**src/rtl/eq_arb_pkg.sv**
```systemverilog
// Shared types and helpers for the round-robin equality-compare scheduler.
// The localparams here match the top-level parameter defaults.
package eq_arb_pkg;

    localparam int N_DEF       = 32;
    localparam int NUM_REQ_DEF = 4;
    localparam int ID_W_DEF    = $clog2(NUM_REQ_DEF);

    typedef struct packed {
        logic                valid;
        logic [ID_W_DEF-1:0] id;
        logic [N_DEF-1:0]    a;
        logic [N_DEF-1:0]    b;
    } stage1_t;

    typedef struct packed {
        logic                valid;
        logic [ID_W_DEF-1:0] id;
        logic                eq;
    } stage2_t;

    function automatic logic [NUM_REQ_DEF-1:0] onehot(input logic [ID_W_DEF-1:0] id);
        logic [NUM_REQ_DEF-1:0] v;
        v     = '0;
        v[id] = 1'b1;
        return v;
    endfunction

    // First eligible requester at or after ptr, wrapping; returns a one-hot grant.
    function automatic logic [NUM_REQ_DEF-1:0] rr_pick(input logic [NUM_REQ_DEF-1:0] elig,
                                                       input logic [ID_W_DEF-1:0]    ptr);
        logic [NUM_REQ_DEF-1:0] g;
        logic                   found;
        logic [ID_W_DEF-1:0]    idx;
        g     = '0;
        found = 1'b0;
        idx   = ptr;
        for (int k = 0; k < NUM_REQ_DEF; k++) begin
            if (!found && elig[idx]) begin
                g[idx] = 1'b1;
                found  = 1'b1;
            end
            idx = (idx == ID_W_DEF'(NUM_REQ_DEF - 1)) ? '0 : idx + 1'b1;
        end
        return g;
    endfunction

endpackage

```
**src/rtl/equality_check.sv**
```systemverilog
// N-bit equality comparator with both polarities.
module equality_check #(
    parameter int N = 32
) (
    input  logic [N-1:0] a,
    input  logic [N-1:0] b,
    output logic         eq,
    output logic         neq
);

    assign eq  = (a == b);
    assign neq = ~eq;

endmodule

```
**src/rtl/eq_compare_arbiter.sv**
```systemverilog
// Round-robin scheduler sharing one equality_check between NUM_REQ requesters,
// two-stage pipeline (S1 operands, S2 result), per-requester flush, no response backpressure.
module eq_compare_arbiter
    import eq_arb_pkg::*;
#(
    parameter  int N       = N_DEF,
    parameter  int NUM_REQ = NUM_REQ_DEF,
    localparam int ID_W    = $clog2(NUM_REQ)
) (
    input  logic               clk,
    input  logic               reset,
    input  logic [NUM_REQ-1:0] req_valid,
    input  logic [N-1:0]       req_a [NUM_REQ],
    input  logic [N-1:0]       req_b [NUM_REQ],
    output logic [NUM_REQ-1:0] req_ready,
    input  logic [NUM_REQ-1:0] flush,
    output logic [NUM_REQ-1:0] rsp_valid,
    output logic [ID_W-1:0]    rsp_id,
    output logic               rsp_eq,
    output logic               rsp_neq
);

    // Handshake: requester i transfers when req_valid[i] & req_ready[i]; responses
    // are strobes that must be consumed the cycle rsp_valid[i] is high.

    stage1_t             s1_q, s1_d;
    stage2_t             s2_q, s2_d;
    logic [ID_W-1:0]     ptr_q, ptr_d;
    logic [NUM_REQ-1:0]  grant;
    logic [ID_W-1:0]     gid;
    logic                cmp_eq, cmp_neq;
    logic                s2_live;

    always_comb begin
        grant = reset ? '0 : rr_pick(req_valid & ~flush, ptr_q);
        gid   = '0;
        for (int i = 0; i < NUM_REQ; i++) begin
            if (grant[i]) gid = ID_W'(i);
        end
    end

    assign req_ready = grant;

    equality_check #(.N(N)) u_eq (
        .a   (s1_q.a),
        .b   (s1_q.b),
        .eq  (cmp_eq),
        .neq (cmp_neq)
    );

    always_comb begin
        s1_d  = '0;
        ptr_d = ptr_q;
        if (|grant) begin
            s1_d.valid = 1'b1;
            s1_d.id    = gid;
            s1_d.a     = req_a[gid];
            s1_d.b     = req_b[gid];
            ptr_d      = (gid == ID_W'(NUM_REQ - 1)) ? '0 : gid + 1'b1;
        end
        // A flush of the S1 owner kills it on its way into S2.
        s2_d.valid = s1_q.valid & ~flush[s1_q.id];
        s2_d.id    = s1_q.id;
        s2_d.eq    = cmp_eq & ~cmp_neq;
    end

    always_ff @(posedge clk) begin
        if (reset) begin
            s1_q  <= '0;
            s2_q  <= '0;
            ptr_q <= '0;
        end else begin
            s1_q  <= s1_d;
            s2_q  <= s2_d;
            ptr_q <= ptr_d;
        end
    end

    // The presented response is suppressed by a same-cycle flush of its owner or by reset.
    assign s2_live   = s2_q.valid & ~flush[s2_q.id] & ~reset;
    assign rsp_valid = s2_live ? onehot(s2_q.id) : '0;
    assign rsp_id    = s2_live ? s2_q.id : '0;
    assign rsp_eq    = s2_live & s2_q.eq;
    assign rsp_neq   = s2_live & ~s2_q.eq;

endmodule

```
**config.mk**
```make
export PLATFORM = sky130hd
export DESIGN_NAME = eq_compare_arbiter
export DESIGN_NICKNAME = d
export VERILOG_FILES = /design/src/rtl/eq_arb_pkg.sv /design/src/rtl/equality_check.sv /design/src/rtl/eq_compare_arbiter.sv
export SDC_FILE = /design/constraint.sdc
export NUM_CORES = 1
export LEC_CHECK = 0
export CAP_MARGIN = 30
export CORE_MARGIN = 2
export CORE_UTILIZATION = 38
export DETAILED_ROUTE_END_ITERATION = 12
export PLACE_DENSITY_LB_ADDON = 0.12
export SLEW_MARGIN = 0
export SYNTH_ARGS = -nofsm -noshare
export SYNTH_HDL_FRONTEND = slang
export SYNTH_SLANG_ARGS = --single-unit
```
**constraint.sdc**
```tcl
create_clock -name clk -period 3.9 [get_ports clk]
set_input_delay 0.975 -clock clk [delete_from_list [all_inputs] [get_ports clk]]
set_output_delay 0.975 -clock clk [all_outputs]
set_load 0.005 [all_outputs]
```
**After elaboration in Yosys (flattened, before gate mapping)**

Cells that the tools add are included.

- Register bits after elaboration: 73
- Output and inout port bits: 12
- Word-level logic and storage cells: 104

- Bitwise operators: 16
- Reduce and logical (&&, ||, !) cells: 13
- Equal/unequal tests: 5
- Multiplexer cells: 46
- Add/sub/neg operators: 4
- Order comparisons: 12

Operator list:

| cell | number |
|---|---|
| 32-bit binary-select mux with 2-bit select | 2 |
| 32-bit two-way mux | 4 |
| 67-bit two-way mux | 1 |
| 32-bit equality test | 1 |
| 4-bit two-way mux | 6 |
| 2-bit by 3-bit less-than comparator with 1-bit output (second input constant) | 6 |
| 1-bit two-way mux | 15 |
| 2-bit two-way mux | 7 |
| 1-bit binary-select mux with 2-bit select | 6 |
| 4-bit OR | 3 |
| 1-bit demux with 2-bit select | 5 |
| 2-bit by 1-bit greater-or-equal comparator with 1-bit output (second input constant) | 5 |
| 2-bit by 1-bit adder with 2-bit output (second input constant) | 4 |
| 2-bit equality test (second input constant) | 4 |
| 1-bit logical AND | 8 |
| 1-bit bitwise AND | 5 |
| 1-bit inverter | 5 |
| 4-bit bitwise AND | 1 |
| 4-bit inverter | 1 |
| 4-bit OR reduction | 1 |
| 3-bit greater-or-equal comparator (second input constant) | 1 |
| 1-bit logical NOT | 3 |
| 2-bit inverter with 3-bit output | 1 |
| 2-bit OR reduction | 1 |

**Logic depth before layout (Yosys ltp)**

- Word-level depth: 23
- Mapped depth: 12
- Depth with buffers taken out: 9

**Cells and area by module**

Synthesis repeated with hierarchy kept, for this count alone.

- Cells, all modules: 488
- Area, all modules: 4435.5 um2

By module, submodules not included:

| module | cells an instance | area an instance (um2) | times used |
|---|---|---|---|
| eq_compare_arbiter | 444 | 4073.9 | 1 |
| equality_check | 44 | 361.6 | 1 |

**Worst setup path after synthesis**

OpenSTA, ideal clock, no wires.

- Kind: input-to-output
- Start point: input req_valid[1]
- End point: output req_ready[1]
- Arrival: 2303 ps
- Slack: 622 ps
- Stages on the path: 5
- Cells stage by stage: nor2b_1 > or4_4 > nand4_4 > a22oi_1 > a311oi_4

- Cells in the longest elaborated chain, start to end: 14
- Elaborated cells on any way between the ends: 26

RTL lines:

| item | line | text |
|---|---|---|
| from (decl) | eq_compare_arbiter.sv:12 | `input logic [NUM_REQ-1:0] req_valid,` |
| 4-bit bitwise AND * | eq_compare_arbiter.sv:35 | `grant = reset ? '0 : rr_pick(req_valid & ~flush, ptr_q);` |
| 1-bit binary-select mux with 2-bit select | eq_arb_pkg.sv:39 | `if (!found && elig[idx]) begin` |
| 1-bit two-way mux (not written as such) | eq_arb_pkg.sv:39 |  |
| 1-bit two-way mux | eq_arb_pkg.sv:39 |  |
| 1-bit logical NOT | eq_arb_pkg.sv:39 |  |
| 1-bit logical AND | eq_arb_pkg.sv:39 |  |
| 1-bit two-way mux | eq_arb_pkg.sv:39 |  |
| 1-bit logical NOT | eq_arb_pkg.sv:39 |  |
| 1-bit logical AND | eq_arb_pkg.sv:39 |  |
| 1-bit two-way mux | eq_arb_pkg.sv:39 |  |
| 1-bit logical NOT | eq_arb_pkg.sv:39 |  |
| 1-bit logical AND | eq_arb_pkg.sv:39 |  |
| 4-bit two-way mux * | eq_arb_pkg.sv:39 |  |
| 4-bit two-way mux * | eq_compare_arbiter.sv:35 |  |
| to (decl) | eq_compare_arbiter.sv:15 | `output logic [NUM_REQ-1:0] req_ready,` |

Mark *: on every way between the ends. The rest lies on a longest branch, timed or not. The select of a mux whose other input is x is not followed.

**Final worst setup path**

- Start point: input req_valid[0]
- End point: output req_ready[1]

Same word-level chain as after synthesis.

==> impl_metrics.ini <==
[status]
status = complete, but fails checks
violations_in_the_final_reports = setup timing

[power]
pwr-share-comb_pct = 57.8
power.ir.vdd_worst_v = 0.000286
p_int_mw = 2.90
switching_share_pct = 35.9
power.clock.fraction_pct = 17.2
power.density_mw_per_mm2 = 569
power.sequential.fraction_pct = 25.0
power_leakage_nw = 3.74
switching_power_mw = 1.62

[setup_path]
worst_ep_arrival_time_ns = 2.93
critical_path.endpoint_type = output pin
path_max_fanout = 3
crit_path_max_delay_cell_type = mux4_2
largest_delay_contributor_family_on_the_critical_path = buffers and inverters
cp.buffers_inverters = 3
timing.critical_path.from_type = input pin
timing.critical_path.cells = clkdlybuf4s50_1 > nor2b_4 > mux4_2 > buf_4 > a22oi_1 > a311oi_4 > dlygate4sd2_1
slowest_stage_delay_cp_ns = 0.50
cp_data_required_time_ns = 2.92
critPathKind = input pin to output pin

[synth]
synth_seq_cells = 73
average_footprint_of_a_synthesized_cell_sq_um = 10.6
synth.lib_cells_used.distinct = 48
synth_async_sr_flop_share_pct = 0
syn-instance-count = 428
synth_area_leader_cell = dfxtp_1
seq_area_frac_synth_pct = 32.1
synthesis.yosys.warnings = 0
synth.area.top_cells = dfxtp_1, mux2i_1, o22ai_1, buf_12, xor2_1
synth_top_area_share_pct = 32.1
synth_nets = 701
ys_dominant_reg_cell = dfxtp_1
synth.cell_area_sq_mm = 0.00455
synth_edf_count = 0

[min_path]
holdCritPathClass = flop to flop

[cells_and_area]
ratio_of_cells_with_drive_above_1_in_the_final_layout_pct = 12.7
area_growth_pct = 74.6
finish.net_count = 1004
postLayoutCoreUtil_pct = 68.8
final.fill_count = 915
multi_input_area_sq_mm = 0.00279
final-seq-area_sq_mm = 0.00146
diodes = 0
postLayoutCellArea_sq_mm = 0.00795

[clock_network]
tritoncts_clock_tree = built
cts.sink_count = 73
cts_htree_levels = 3
clkSlewWorstSetupHoldPaths_ns = 0.05
clk_latency_ns = 0.32
hold_buffers = 0
clockBufferDepth = 2
cts_root_buffer = clkbuf_16
cts_made_buffers = 9

[detailed_routing]
ant_nets = 0
drc_errors = 0
via_count = 4539
drt-vias-per-instance = 5.17
routedWlPerCell_um = 16.8
drt-total-wl_mm = 14.7
drt-pass1-iter-count = 4
drt_iter0_drc = 171

[floorplan]
core_sq_mm = 0.0116
fp.dieArea_sq_mm = 0.0129
floorplan.die.width_um = 113
row_count = 39
ios = 278
initial_standard_cell_utilization_of_the_core_pct = 39.4
fp.dieH_um = 113

[sta]
timing.max_slew.rel_slack_pct = 67.7
max_clock_freq_mhz = 256
setup_tns_ns = -0.00634
report.final.hold_viol_count = 0
finalCritPeriodShare_pct = 100
setup_viol = 1
worst-slew-pin-transition_ns = 0.480
fin_ws_ns = -0.00634
drv_slew = 0
period_minus_slack_ns = 3.91
grt_setup_unrepaired = yes
timing.clock.skew_ns = 0.00611

[global_routing]
via_count_of_the_first_global_routing_pass = 4829
antenna_found_initial = 0
grt_overflow_total = 0
grt_max_degree = 36
global_routing_usage_summed_across_all_routing_layers_pct = 22.5
grt_pass1_wl_mm = 22.9

[placed_design]
port_buffers = 277
place.detailed.hpwl_mm = 12.3
placedInstanceArea_sq_mm = 0.00758
gp_routability_congestion = 0.873

[job]
cap_viol_max_count = 0
[power groups by stage]
stage / sequential (mW) / clock (mW) / combinational, mW
after floorplan: 1.12 / 0 / 1.92
after global placement: 1.14 / 0 / 2.56
after detailed placement: 1.14 / 0 / 2.60
after CTS: 1.13 / 0.790 / 2.62
after global routing: 1.15 / 0.827 / 2.82
final: 1.13 / 0.780 / 2.61
[worst min-delay path, delay by kind of cell, from the launching register on]
family	cells	cell delay [ns]
buffers and inverters	1	0.04
DFF	1	0.29
AOI/OAI and AO/OA	1	0.04
[layout make-up]
type	instances	share of cell area, %
Tap cell	143	2.25
Inverter	7	0.330
Clock inverter	6	0.755
Clock buffer	9	2.83
Sequential cell	73	18.4
Timing Repair Buffer	323	40.4
Multi-Input combinational cell	317	35.0
[per-layer routing]
| metal | vias up | track usage (%) | part of all wire (%) |
|---|---|---|---|
| li1 | 2223 | - | - |
| met1 | 2090 | 23.8 | 39 |
| met2 | 203 | 43.9 | 53 |
| met3 | 23 | 5.90 | 6.8 |
| met4 | 0 | 6.18 | 1.8 |
| met5 | - | 0 | 0 |
[cells by family (layout without fill, tap and decap cells)]
kind of cell | after synthesis | count (layout) | synth area share, %
mux | 134 | 134 | 30.1
fa+ha+maj | 7 | 7 | 1.92
flops | 73 | 73 | 32.1
simple gates | 58 | 58 | 7.83
xor+xnor | 32 | 32 | 6.16
compound gates | 86 | 86 | 13.5
buf+inv | 38 | 345 | 8.41
[synth_stat cells (5+ instances only)]
cell type,count
buf_2,12
nand2_1,5
nor2_1,9
buf_12,12
nor2b_1,8
ha_1,7
mux2i_1,130
xnor2_1,15
nand4_1,6
nor4_1,7
inv_1,5
nand3_1,5
o22ai_1,64
dfxtp_1,73
xor2_1,17
[cell usage in the layout (no fill, tap or decap), drive strengths merged, types with 2 or more instances in the layout]
master / count
clkdlybuf4s50: 265
mux2i: 130
dfxtp: 73
o22ai: 64
buf: 46
xor2: 17
xnor2: 15
clkbuf: 10
nor2: 9
nor2b: 8
nor4: 7
nand4: 7
ha: 7
inv: 7
nand3: 5
nand2: 5
dlymetal6s2s: 5
dlygate4sd2: 5
nand2b: 5
a311oi: 5
o21ai: 5
and2: 4
clkinv: 3
a21oi: 3
mux4: 2
a22oi: 2
mux2: 2
clkinvlp: 2
a211oi: 2
or4: 2
[what timing repair did]
action | CTS | global route
resized for setup | 16 | 19
cloned | 0 | 0
pin swaps | 4 | 1
setup endpoints to repair | 8 | 8
buffers inserted | 1 | 1
endpoints found under the hold margin | 0 | 0
[worst paths after layout]
path | start | end | slack [ns] | depth (start not counted)
min | s1_q[66] | s2_q[3] | 0.42 | 2
min reg2reg | s1_q[66] | s2_q[3] | 0.42 | 2
max | req_valid[0] | req_ready[1] | -0.006 | 7
max reg2reg | ptr_q[1] | s1_q[63] | 0.42 | 12
[per-stage QoR]
stage | setup slack [ns] | hold WS, ns | cells | power, mW
final | -0.00634 | 0.425 | 878 | 4.52
after global routing | -0.0755 | 0.432 | 878 | 4.80
after CTS | 0.00154 | 0.428 | 877 | 4.54
after detailed placement | -0.519 | 0.420 | 861 | 3.75
after global placement | -0.348 | 0.417 | 861 | 3.70
after floorplan | 0.622 | 0.407 | 428 | 3.03
[registers in the layout, summed over array words and instances, names as in the netlist]
signal,flops
s2_q,4
s1_q,67
ptr_q,2
Power figures use the tool's default switching activity.
==> variant: new RTL, same flow settings <==
Set the package constant `N_DEF` to 16 (it was 32).
--- a/src/rtl/eq_arb_pkg.sv
+++ b/src/rtl/eq_arb_pkg.sv
@@ -4,3 +4,3 @@
 
-    localparam int N_DEF       = 32;
+    localparam int N_DEF       = 16;
     localparam int NUM_REQ_DEF = 4;
Interface: changed (resized req_a and req_b); port bits go from 278 to 150. The function was not compared with the original's and may differ.
==> variant against the original RTL <==
  * Core utilization grew 0.38 points
  * Combinational power decreased by 24%
  * Clock skew is 0.0039 ns lower
  * Area after synthesis is 40% lower
  * Routed wire length fell by 45%
  * Setup slack gained 0.12 ns
  * Total power decreased by 35%
  * Sequential cell count is 32 lower
  * Cell area decreased by 40%
  * Count of clock-buffer cells in the layout shrank 2
  * Die area shrank 39%
  * Synthesized cell count down 37%
  * Critical path depth rose by 1
  * Largest power group unchanged
  * Global-route usage shrank 2.4 points
==> variant: results (changes against the original RTL) <==
- Status: completed
- Biggest regs: s1_q: 35 flops, s2_q: 4 flops, ptr_q: 2 flops
- Clock skew: 0.00222 ns (-0.00388 ns)
- # port buffers: 149 (-46%)
- First-pass GRT wire length: 12200 um (-47%)
- Yosys warnings: 0 (unchanged)
- Sequential area share after synthesis: 29.9% (-2.2 points)
- Clock insertion delay at the later pin of the skew report: 0.29 ns (-0.03 ns)
- Vias in the first global route: 2676 (-45%)
- DP Wirelength: 6510 um (-47%)
- Number of synthesized flops with an enable pin: 0 (unchanged)
- Hold WC Path Type: flop to flop
- GRT Util Overall: 20.1% (-2.4 points)
- Pleak: 2.32 nW (-38%)
- Yosys cell types: 49 (+2.1%)
- Nets: 597 (-41%)
- Synth Area in Adders: 3.19% (+1.3 points)
- Hold depth: 2 (unchanged)
- Worst Path Arrival: 2.81 ns (-0.12 ns)
- Initial antenna violation count: 0 (unchanged)
- R2R depth: 12 (unchanged)
- Mapped Nets: 415 (-41%)
- Top_reg_cell synth: dfxtp_1
- TritonCTS Buffers: 5 (-4)
- DP Area: 0.00454 mm^2 (-40%)
- Least-Margin Pin Slew: 0.371 ns (-0.109 ns)
- Share of layout cells above drive strength 1: 18.1% (+5.4 points)
- Clock transition at the registers of the reported paths: 0.07 ns (+0.02 ns)
- Vias/cell: 5.05 (-2.2%)
- Worst stage delay on the critical path: 0.37 ns (-0.13 ns)
- Placer Congestion: 0.785 (-10%)
- IR drop worst, VDD: 399 uV (+39%)
- XOR/XNOR share of the synthesized area: 5.11% (-1.0 points)
- Max Root-Sink Buffers: 2 (unchanged)
- Clock root cell: clkbuf_8
- Mux share of post-synthesis cell area: 26.6% (-3.5 points)
- Top cells by count, synth: mux2i_1, dfxtp_1, o22ai_1
- Drt pass-1 iters: 4 (unchanged)
- Asr flop ratio synth: 0% (unchanged)
- Complex-gate fraction of the synthesized area: 14.9% (+1.4 points)
- # H-tree levels: 2 (-1)
- CP Max Fanout: 4 (+1)
- Largest net degree at the start of global routing: 33 (-8.3%)
- Filler cell count: 590 (-36%)
- # diodes: 0 (unchanged)
- Leading post-synthesis cells by cell area: dfxtp_1, mux2i_1, o22ai_1, xor2_1, buf_12
- Slowest-stage cell, CP: a311o_4
- DR iter-0 viols: 93 (-46%)
- Detailed Route WL: 8050 um (-45%)
## variant: final timing paths
kind / from / end / slack [ns]
max: req_valid[0] / req_ready[3] / 0.11
min: s1_q[34] / s2_q[3] / 0.44
max reg2reg: ptr_q[0] / s1_q[18] / 0.57
min reg2reg: s1_q[34] / s2_q[3] / 0.44
## variant: metrics by stage
stage	worst slack (ns)	total power, W	utilization (%)	instances
3_5_place_dp	-0.385	0.00258	65.7	534
5_1_grt	0.0193	0.00317	69.1	549
6_report	0.114	0.00295	69.1	549
2_1_floorplan	0.576	0.00200	-	270
4_1_cts	-0.158	0.00296	68.6	548
3_3_place_gp	-0.357	0.00257	65.7	534
## variant: logic make-up after synthesis
kind of cell	Yosys count
fa+ha+maj	7
buf+inv	23
flops	41
xor+xnor	16
compound gates	54
mux	70
simple gates	59
## variant: power by group
group / internal (W) / switching (W)
clock: 0.000160 / 0.000141
sequential: 0.000584 / 0.0000795
combinational: 0.00107 / 0.000916
total: 0.00182 / 0.00114
## variant: layout make-up
cell class	instances	area, um^2	area share (%)
repair buffers	191	1900	39.8
multi-input cells	206	1810	37.8
flip-flops and latches	41	821	17.2
well taps	96	120	2.52
clock buffers	7	96.3	2.02
inverters	7	28.8	0.603
clock inverters	1	5.00	0.105
## variant: per-layer routing
metal,track usage [%],vias up,wire (um)
met4,4.48,0,92
met2,35.1,109,4050
met5,0,-,0
li1,-,1377,-
met3,6.00,8,622
met1,24.5,1281,3280
## variant: timing repair
action                                  in CTS  in global routing
endpoints found under the setup margin       8                  6
setup buffers                                6                  1
pin swaps                                    5                  1
resized for setup                           20                 16
## variant: worst max-delay path: cells and delay by family
family,cells,cell delay (ns)
and+or+nand+nor,2,0.28
buffers and inverters,4,0.83
AOI/OAI and AO/OA,2,0.72
